### src/rtl/uart_rx_cfg_if.sv
// Receive-side word handshake between uart_rx_cfg (master) and its consumer (slave).
// rx_vld/rx_data/flags are held by the master until a cycle with rx_vld && rx_ready.
interface uart_rx_cfg_if #(
    parameter int DATA_BITS = 8
) ();
    logic                 rx_vld;
    logic                 rx_ready;
    logic [DATA_BITS-1:0] rx_data;
    logic                 parity_err;
    logic                 frame_err;
    logic                 overrun;

    modport master (
        output rx_vld, rx_data, parity_err, frame_err, overrun,
        input  rx_ready
    );

    modport slave (
        input  rx_vld, rx_data, parity_err, frame_err, overrun,
        output rx_ready
    );
endinterface

### src/rtl/uart_rx_cfg.sv
// Configurable UART receiver: synchroniser, 3-sample majority vote per bit, optional parity,
// 1/2 stop bits, break wait after a bad stop, and a held valid/ready output with overrun pulse.
module uart_rx_cfg #(
    parameter int CLK_PER_BIT = 10,
    parameter int DATA_BITS   = 8,
    parameter int PARITY      = 0,
    parameter int STOP_BITS   = 1,
    parameter int SYNC_STAGES = 2
) (
    input  logic                 clk,
    input  logic                 rst_n,
    input  logic                 uart_rx,
    uart_rx_cfg_if.master        rx_if,
    output logic                 busy,
    output logic [2:0]           state_o
);
    localparam int CW = (CLK_PER_BIT > 2) ? $clog2(CLK_PER_BIT) : 2;
    localparam int BW = 4;
    localparam logic [CW-1:0] CNT_LAST  = CW'(CLK_PER_BIT - 1);
    localparam logic [CW-1:0] RESOLVE   = CW'(CLK_PER_BIT / 2 + 1);
    localparam logic [BW-1:0] DATA_LAST = BW'(DATA_BITS - 1);
    localparam logic [BW-1:0] STOP_LAST = BW'(STOP_BITS - 1);
    localparam logic          ODD_PAR   = (PARITY == 1);

    typedef enum logic [2:0] {
        S_IDLE   = 3'd0,
        S_START  = 3'd1,
        S_DATA   = 3'd2,
        S_PARITY = 3'd3,
        S_STOP   = 3'd4,
        S_BREAK  = 3'd5
    } state_t;

    state_t               state_q;
    logic [SYNC_STAGES-1:0] sync_q;
    logic [CW-1:0]        cnt_q;
    logic [CW-1:0]        cnt_d;
    logic [BW-1:0]        bit_cnt_q;
    logic [1:0]           smp_q;
    logic                 rxs_prev_q;
    logic [DATA_BITS-1:0] shift_q;
    logic                 perr_acc_q;
    logic                 ferr_acc_q;
    logic                 vld_q;
    logic [DATA_BITS-1:0] data_q;
    logic                 perr_q;
    logic                 ferr_q;
    logic                 ovr_q;

    logic rxs;
    logic resolve_d;
    logic vote_d;
    logic ferr_fin_d;
    logic frame_done_d;

    always_ff @(posedge clk or negedge rst_n) begin
        if (!rst_n) begin
            sync_q <= '1;
        end else begin
            sync_q <= {sync_q[SYNC_STAGES-2:0], uart_rx};
        end
    end

    // The vote uses the two previous samples plus the current one, so a bit is
    // resolved once the sample after its mid-point has been seen.
    always_comb begin
        rxs          = sync_q[SYNC_STAGES-1];
        cnt_d        = (cnt_q == CNT_LAST) ? '0 : cnt_q + CW'(1);
        resolve_d    = (cnt_q == RESOLVE);
        vote_d       = (smp_q[1] & smp_q[0]) | (smp_q[1] & rxs) | (smp_q[0] & rxs);
        ferr_fin_d   = ferr_acc_q | ~vote_d;
        frame_done_d = (state_q == S_STOP) && resolve_d && (bit_cnt_q == STOP_LAST);
    end

    always_ff @(posedge clk or negedge rst_n) begin
        if (!rst_n) begin
            state_q    <= S_IDLE;
            cnt_q      <= '0;
            bit_cnt_q  <= '0;
            smp_q      <= 2'b11;
            rxs_prev_q <= 1'b1;
            shift_q    <= '0;
            perr_acc_q <= 1'b0;
            ferr_acc_q <= 1'b0;
            vld_q      <= 1'b0;
            data_q     <= '0;
            perr_q     <= 1'b0;
            ferr_q     <= 1'b0;
            ovr_q      <= 1'b0;
        end else begin
            smp_q      <= {smp_q[0], rxs};
            rxs_prev_q <= rxs;
            ovr_q      <= 1'b0;
            cnt_q      <= cnt_d;

            if (vld_q && rx_if.rx_ready) begin
                vld_q <= 1'b0;
            end
            // A word still waiting unaccepted wins; the new frame is dropped.
            if (frame_done_d) begin
                if (vld_q && !rx_if.rx_ready) begin
                    ovr_q <= 1'b1;
                end else begin
                    vld_q  <= 1'b1;
                    data_q <= shift_q;
                    perr_q <= perr_acc_q;
                    ferr_q <= ferr_fin_d;
                end
            end

            case (state_q)
                S_IDLE: begin
                    if (rxs_prev_q && !rxs) begin
                        state_q <= S_START;
                        cnt_q   <= CW'(1);
                    end else begin
                        cnt_q   <= '0;
                    end
                end
                S_START: begin
                    if (resolve_d) begin
                        if (vote_d) begin
                            state_q <= S_IDLE;
                        end else begin
                            state_q    <= S_DATA;
                            bit_cnt_q  <= '0;
                            perr_acc_q <= 1'b0;
                            ferr_acc_q <= 1'b0;
                        end
                    end
                end
                S_DATA: begin
                    if (resolve_d) begin
                        shift_q <= {vote_d, shift_q[DATA_BITS-1:1]};
                        if (bit_cnt_q == DATA_LAST) begin
                            bit_cnt_q <= '0;
                            state_q   <= (PARITY != 0) ? S_PARITY : S_STOP;
                        end else begin
                            bit_cnt_q <= bit_cnt_q + BW'(1);
                        end
                    end
                end
                S_PARITY: begin
                    if (resolve_d) begin
                        perr_acc_q <= (^shift_q) ^ vote_d ^ ODD_PAR;
                        bit_cnt_q  <= '0;
                        state_q    <= S_STOP;
                    end
                end
                S_STOP: begin
                    if (resolve_d) begin
                        ferr_acc_q <= ferr_fin_d;
                        if (bit_cnt_q == STOP_LAST) begin
                            state_q <= ferr_fin_d ? S_BREAK : S_IDLE;
                        end else begin
                            bit_cnt_q <= bit_cnt_q + BW'(1);
                        end
                    end
                end
                S_BREAK: begin
                    if (rxs) begin
                        state_q <= S_IDLE;
                    end
                end
                default: state_q <= S_IDLE;
            endcase
        end
    end

    assign rx_if.rx_vld     = vld_q;
    assign rx_if.rx_data    = data_q;
    assign rx_if.parity_err = perr_q;
    assign rx_if.frame_err  = ferr_q;
    assign rx_if.overrun    = ovr_q;
    assign busy             = (state_q != S_IDLE);
    assign state_o          = state_q;
endmodule

### src/flat_wrapper.sv
// flat-port wrapper written by rule: the top's interface ports become plain ports
module uart_rx_cfg_flat 
#(
    parameter int CLK_PER_BIT = 10,
    parameter int DATA_BITS   = 8,
    parameter int PARITY      = 0,
    parameter int STOP_BITS   = 1,
    parameter int SYNC_STAGES = 2
)
  (clk, rst_n, uart_rx, busy, state_o, rx_if_rx_vld, rx_if_rx_data, rx_if_parity_err, rx_if_frame_err, rx_if_overrun, rx_if_rx_ready);
  uart_rx_cfg_if #(.DATA_BITS(DATA_BITS)) rx_if_i ();
  input  logic clk;
  input  logic rst_n;
  input  logic uart_rx;
  output logic busy;
  output logic [2:0] state_o;
  output wire logic [$bits(rx_if_i.rx_vld)-1:0] rx_if_rx_vld;
  output wire logic [$bits(rx_if_i.rx_data)-1:0] rx_if_rx_data;
  output wire logic [$bits(rx_if_i.parity_err)-1:0] rx_if_parity_err;
  output wire logic [$bits(rx_if_i.frame_err)-1:0] rx_if_frame_err;
  output wire logic [$bits(rx_if_i.overrun)-1:0] rx_if_overrun;
  input wire logic [$bits(rx_if_i.rx_ready)-1:0] rx_if_rx_ready;
  assign rx_if_rx_vld = rx_if_i.rx_vld;
  assign rx_if_rx_data = rx_if_i.rx_data;
  assign rx_if_parity_err = rx_if_i.parity_err;
  assign rx_if_frame_err = rx_if_i.frame_err;
  assign rx_if_overrun = rx_if_i.overrun;
  assign rx_if_i.rx_ready = rx_if_rx_ready;
  uart_rx_cfg #(.CLK_PER_BIT(CLK_PER_BIT), .DATA_BITS(DATA_BITS), .PARITY(PARITY), .STOP_BITS(STOP_BITS), .SYNC_STAGES(SYNC_STAGES)) u_core (.clk(clk), .rst_n(rst_n), .uart_rx(uart_rx), .rx_if(rx_if_i), .busy(busy), .state_o(state_o));
endmodule
### config.mk
export PLATFORM = sky130hd
export DESIGN_NAME = uart_rx_cfg_flat
export DESIGN_NICKNAME = d
export VERILOG_FILES = /design/src/rtl/uart_rx_cfg_if.sv /design/src/rtl/uart_rx_cfg.sv /design/src/flat_wrapper.sv
export SDC_FILE = /design/constraint.sdc
export NUM_CORES = 1
export LEC_CHECK = 0
export CAP_MARGIN = 20
export CORE_MARGIN = 5
export CORE_UTILIZATION = 45
export DETAILED_ROUTE_END_ITERATION = 12
export GPL_ROUTABILITY_DRIVEN = 0
export HOLD_SLACK_MARGIN = 0.08
export PLACE_DENSITY = 0.69
export SYNTH_ARGS = -nofsm -noshare
export SYNTH_HDL_FRONTEND = slang
export SYNTH_SLANG_ARGS = --single-unit
### constraint.sdc
create_clock -name clk -period 1.95 [get_ports clk]
set_input_delay 0.2925 -clock clk [delete_from_list [all_inputs] [get_ports clk]]
set_output_delay 0.2925 -clock clk [all_outputs]
set_load 0.02 [all_outputs]
Word-level counts from Yosys, hierarchy flattened
Index checks and enable logic that the tools add are counted.
{ "op_classes": {"mux": 33, "n_eq_ne": 18, "bitwise": 9, "n_reduce_logical": 20, "addsub": 2} }
{ "ops": {"columns": ["cell", "n"], "rows": [
  ["$mux 4", 9],
  ["$mux 3", 9],
  ["$pmux 3 s6", 1],
  ["$pmux 4 s4", 1],
  ["$ne 2x1->1 const B", 7],
  ["$mux 1", 10],
  ["$add 4x1->4 const B", 2],
  ["$eq 4x3->1 const B", 2],
  ["$reduce_and 4->1", 2],
  ["$reduce_and 8->1", 1],
  ["$reduce_xor 8->1", 1],
  ["$reduce_and 7->1", 1],
  ["$eq 3x2->1 const B", 2],
  ["$eq 3x3->1 const B", 2],
  ["$ne 2x2->1 const B", 3],
  ["$logic_and 1x1->1", 5],
  ["$eq 4x4->1 const B", 1],
  ["$logic_not 4->1", 1],
  ["$pmux 1 s2", 2],
  ["$reduce_and 2->1", 2],
  ["$reduce_bool 2->1", 2],
  ["$reduce_bool 4->1", 1],
  ["$and 1x1->1", 3],
  ["$eq 3x1->1 const B", 1],
  ["other kinds (7)", 11]
]} }
{ "totals": {"wordCells": 96, "output_inout_bits": 16, "inputBits": 4, "register_bits": 38} }

Longest topological paths before layout
Gate-level depths: netlist (run 1).
{ "logic_depth": {"word_depth": 9, "mapped_depth": 7, "depth_no_buf": 7} }

Worst setup path before layout (run 1)
OpenSTA, ideal clock, no wires.
{ "synth_timing": {"path_kind": "register to register", "from": "register u_core.bit_cnt_q[0]", "to": "register u_core.state_q[1] (netlist: u_core.state_o[1])", "arrival_ns": 1.675, "required_time_ns": 1.825, "stages_incl_launch_ff": 8, "period_less_slack_ns": 1.799, "path_slack_ns": 0.151, "setup_time_ns": 0.125, "path_buffers": 0, "path_cell_list": "dfrtp_1 -> inv_1 -> ha_1 -> nor3b_1 -> nand2_1 -> o2bb2ai_1 -> or2_1 -> mux2_2"} }
{ "synth_between": {"elab_chain_len": 3, "elab_cells_between_ends": 5, "cone_classes": "eq/ne: 3; reduce/logical: 2"} }
{ "synth_lines": {"columns": ["element", "line", "rtl"], "rows": [
  ["start: declaration", "uart_rx_cfg.sv:38", "logic [BW-1:0] bit_cnt_q;"],
  ["start signal: assignment", "uart_rx_cfg.sv:139", "bit_cnt_q <= bit_cnt_q + BW'(1);"],
  ["start signal: assignment", "uart_rx_cfg.sv:156", "bit_cnt_q <= bit_cnt_q + BW'(1);"],
  ["$eq 4x3->1 / $logic_not 4->1 (equally long branches)", "uart_rx_cfg.sv:135, uart_rx_cfg.sv:153", null],
  ["$ne 2x1->1 (no line) / $ne 2x2->1 (equally long branches)", null, null],
  ["$reduce_and 8->1 (no line) (*)", null, null],
  ["end signal: assignment", "uart_rx_cfg.sv:137", "state_q <= (PARITY != 0) ? S_PARITY : S_STOP;"],
  ["end signal: assignment", "uart_rx_cfg.sv:154", "state_q <= ferr_fin_d ? S_BREAK : S_IDLE;"],
  ["end: declaration", "uart_rx_cfg.sv:34", "state_t state_q;"]
]} }
Mark *: on every way between the ends. The rest lies on a longest branch, timed or not.
A chain may end at the register's enable or synchronous reset.

Worst setup path in the final report (run 1)
{ "layout_timing": {"from": "register u_core.state_q[2] (netlist: u_core.state_o[2])", "to": "output state_o[2]"} }
{ "layout_lines": {"columns": ["element", "line", "rtl"], "rows": [
  ["end: declaration", "flat_wrapper.sv:16", "output logic [2:0] state_o;"]
]} }
No word-level cell between the ends.

==> results.json, run 1 <==
{
  "reg2reg_depth": 5,
  "avgSynthCellArea_um2": 11.5,
  "yosys_warnings": 0,
  "grt_pass1_vias": 1349,
  "p_leak_uw": 0.000943,
  "syn_nets": 157,
  "powerDensity_nw_per_um2": 1150,
  "post-route-period-util_pct": 93.7,
  "postCtsSetupRepairBufs": 0,
  "outcome": "finished clean",
  "drt.antenna.violating_nets": 0,
  "seq_area_frac_synth_pct": 53.6,
  "io_buffers": 19,
  "place_inst": 222,
  "cts_tree": "built",
  "hold_class": "reg -> reg",
  "grt_max_degree": 38,
  "skew_ns": 0.00669,
  "synthArstFlopShare_pct": 100,
  "fin_cells": 230,
  "nNetsFinal": 187,
  "ff2ff_setup_slack_ns": 0.15,
  "routedWlPerCell_um": 14.6,
  "insertion_delay_ns": 0.29,
  "whs_ns": 0.358,
  "netlist_area_um2": 1740,
  "rsz0062_at_grt": "false",
  "syn2layout_area_growth_pct": 24.4,
  "antenna_found_initial": 0,
  "drt_iter0_drc": 100,
  "timing.setup.tns_ns": 0,
  "slew_violations": 0,
  "synth_top_area_share_pct": 47.6,
  "p_sw_uw": 833,
  "antenna_cells": 0,
  "fmax_mhz": 547,
  "min_delay_worst_endpoint": "u_core.sync_q[1]",
  "synthTopCellsByArea": "dfrtp_1, mux2_2, dfstp_2",
  "clockPowerShare_pct": 26.9,
  "finalCriticalPeriod_ns": 1.83,
  "synthTopCellsByCount": "dfrtp_1, mux2_2, nand2_1",
  "die-area_um2": 5200,
  "ios": 20,
  "synthCells": 151,
  "whs_path_depth": 0,
  "fillers": 316,
  "cts-root-buf": "clkbuf_8",
  "setup-violations-final": 0,
  "final_util_pct": 58.6,
  "worst_pin_slew_ns": 0.457,
  "route.detailed.drc": 0,
  "initial_core_util_pct": 47.1,
  "grt_pass1_wl_um": 6150,
  "rows": 22,
  "cts_made_buffers": 5,
  "dp_slack_ns": 0.154,
  "vdd_ir_drop_max_mv": 0.720,
  "synth.largest_area_cell": "dfrtp_1",
  "grt_use_total_pct": 15.1,
  "totalWireLength_um": 3370,
  "firstDrtPassIters": 4,
  "die_x_um": 72.1,
  "crit_required_ns": 1.66,
  "p_int_uw": 1660,
  "clk_path_buf_depth": 2,
  "synth_ff_type": "dfrtp_1",
  "synth_edf_count": 0,
  "reg2reg_from": "u_core.state_o[0]",
  "ys_seq_elements": 37,
  "dp.final_hpwl_um": 2370,
  "core_um2": 3690,
  "cp-end-kind": "output pin",
  "die_h_um": 72.1,
  "min_from": "u_core.sync_q[0]",
  "critPathKind": "reg -> out",
  "cp_data_arrival_time_ns": 1.53,
  "power_frac_seq_pct": 40.8,
  "dr_total_vias": 1209,
  "drive_gt1_share_pct": 25.8,
  "maxCapViolations": 0,
  "setup_ws_ns": 0.123,
  "hold_buffers": 0,
  "cts.sinks": 37,
  "clkTransAtPathRegs_ns": 0.08,
  "grt-ovfl-total": 0,
  "r2r_end": "u_core.bit_cnt_q[3]",
  "timing.critical_path.from_type": "flip-flop",
  "cp_max_fo": 9,
  "routed_via_density": 5.26,
  "synth.most_common_cell": "dfrtp_1",
  "finalHoldViolCount": 0,
  "htreeDepth": 2,
  "synthDistinctLibCells": 38,
  "slew_headroom_pct": 69.5,
  "combPwrFrac_pct": 32.3,
  "swShare_pct": 33.4
}
## cell usage in the layout (no fill, tap or decap), types with 3 or more instances in the layout
master	Yosys	layout
dfrtp_1	33	30
mux2_2	19	19
clkdlybuf4s50_1	0	18
nand2_1	16	16
xnor2_1	10	10
o21ai_0	9	8
buf_4	0	8
nor2_1	7	7
inv_1	6	6
nand2b_1	6	6
clkbuf_8	0	5
dfstp_2	4	4
a21oi_1	3	3
nor3_1	4	3
dfrtp_2	0	3
## worst max-delay path, stage by stage (launching register included)
cell and delay (ns):
dfrtp_2 0.45, buf_4 0.19, clkdlybuf4s50_1 0.61
## flip-flops by register name, summed over array words and instances, names as in the netlist, 2 cells and up
register	cells
u_core.shift_q	8
u_core.rx_if.rx_data	8
u_core.bit_cnt_q	4
u_core.smp_q	2
u_core.sync_q	2
u_core.cnt_q	4
u_core.state_o	3
## cells by family after synthesis
logic type	Yosys count	synth area share (%)
flip-flops	37	53.6
XOR/XNOR	10	5.04
AO/OA/AOI/OAI	24	9.44
multiplexers	20	12.9
buffers and inverters	10	2.38
adder cells (fa/ha/maj)	3	2.09
AND/OR/NAND/NOR	47	14.6
## final cells by class
type                            instances  area [um^2]  share of cell area (%)
Timing Repair Buffer                   27          253                    11.7
Sequential cell                        37          935                    43.3
Multi-Input combinational cell        104          776                    35.9
Tap cell                               48         60.1                    2.78
Clock buffer                            5         68.8                    3.18
Clock inverter                          3         46.3                    2.14
Inverter                                6         22.5                    1.04
## through the flow
stage	power, uW	area (um^2)
5_1_grt	2670	2160
3_3_place_gp	1780	2030
2_1_floorplan	1520	1740
6_report	2490	2160
4_1_cts	2490	2150
3_5_place_dp	1810	2030
## worst max-delay path by stage
stage / start / endpoint / slack (ns) / cells after the start
floorplan: u_core.bit_cnt_q[0] / u_core.state_o[1] / 0.15 / 7
global placement: u_core.state_o[0] / u_core.bit_cnt_q[3] / 0.19 / 5
detailed placement: u_core.bit_cnt_q[0] / u_core.state_o[0] / 0.15 / 8
CTS: u_core.state_o[0] / busy / 0.005 / 3
global route: u_core.bit_cnt_q[0] / u_core.state_o[0] / 0.04 / 8
finish: u_core.state_o[2] / state_o[2] / 0.12 / 2
## power by group through the flow
stage | Sequential [uW] | Clock (uW) | Combinational (uW)
6_report | 1020 | 671 | 805
3_5_place_dp | 1020 | 0 | 796
4_1_cts | 1010 | 685 | 803
3_3_place_gp | 1010 | 0 | 769
5_1_grt | 1040 | 730 | 898
2_1_floorplan | 1010 | 0 | 512
## routing by layer
metal	routed length [um]	global-route usage [%]
met1	1450	18.3
met2	1760	25.9
met3	111	3.88
met4	40	5.43
met5	0	0
## repair_timing
item | CTS | global route
setup endpoints to repair | 1 | 5
cloned | 0 | 0
gates resized for setup | 1 | 7
endpoints found under the hold margin | 0 | 0
No activity file was read; power rests on OpenSTA's default activity.
==> run 2: changes to the inputs <==
Settings changed: CTS_CLUSTER_SIZE from default to 16.
==> results of run 2 <==
Final layout, timing and power as in run 1 (identical DEF).
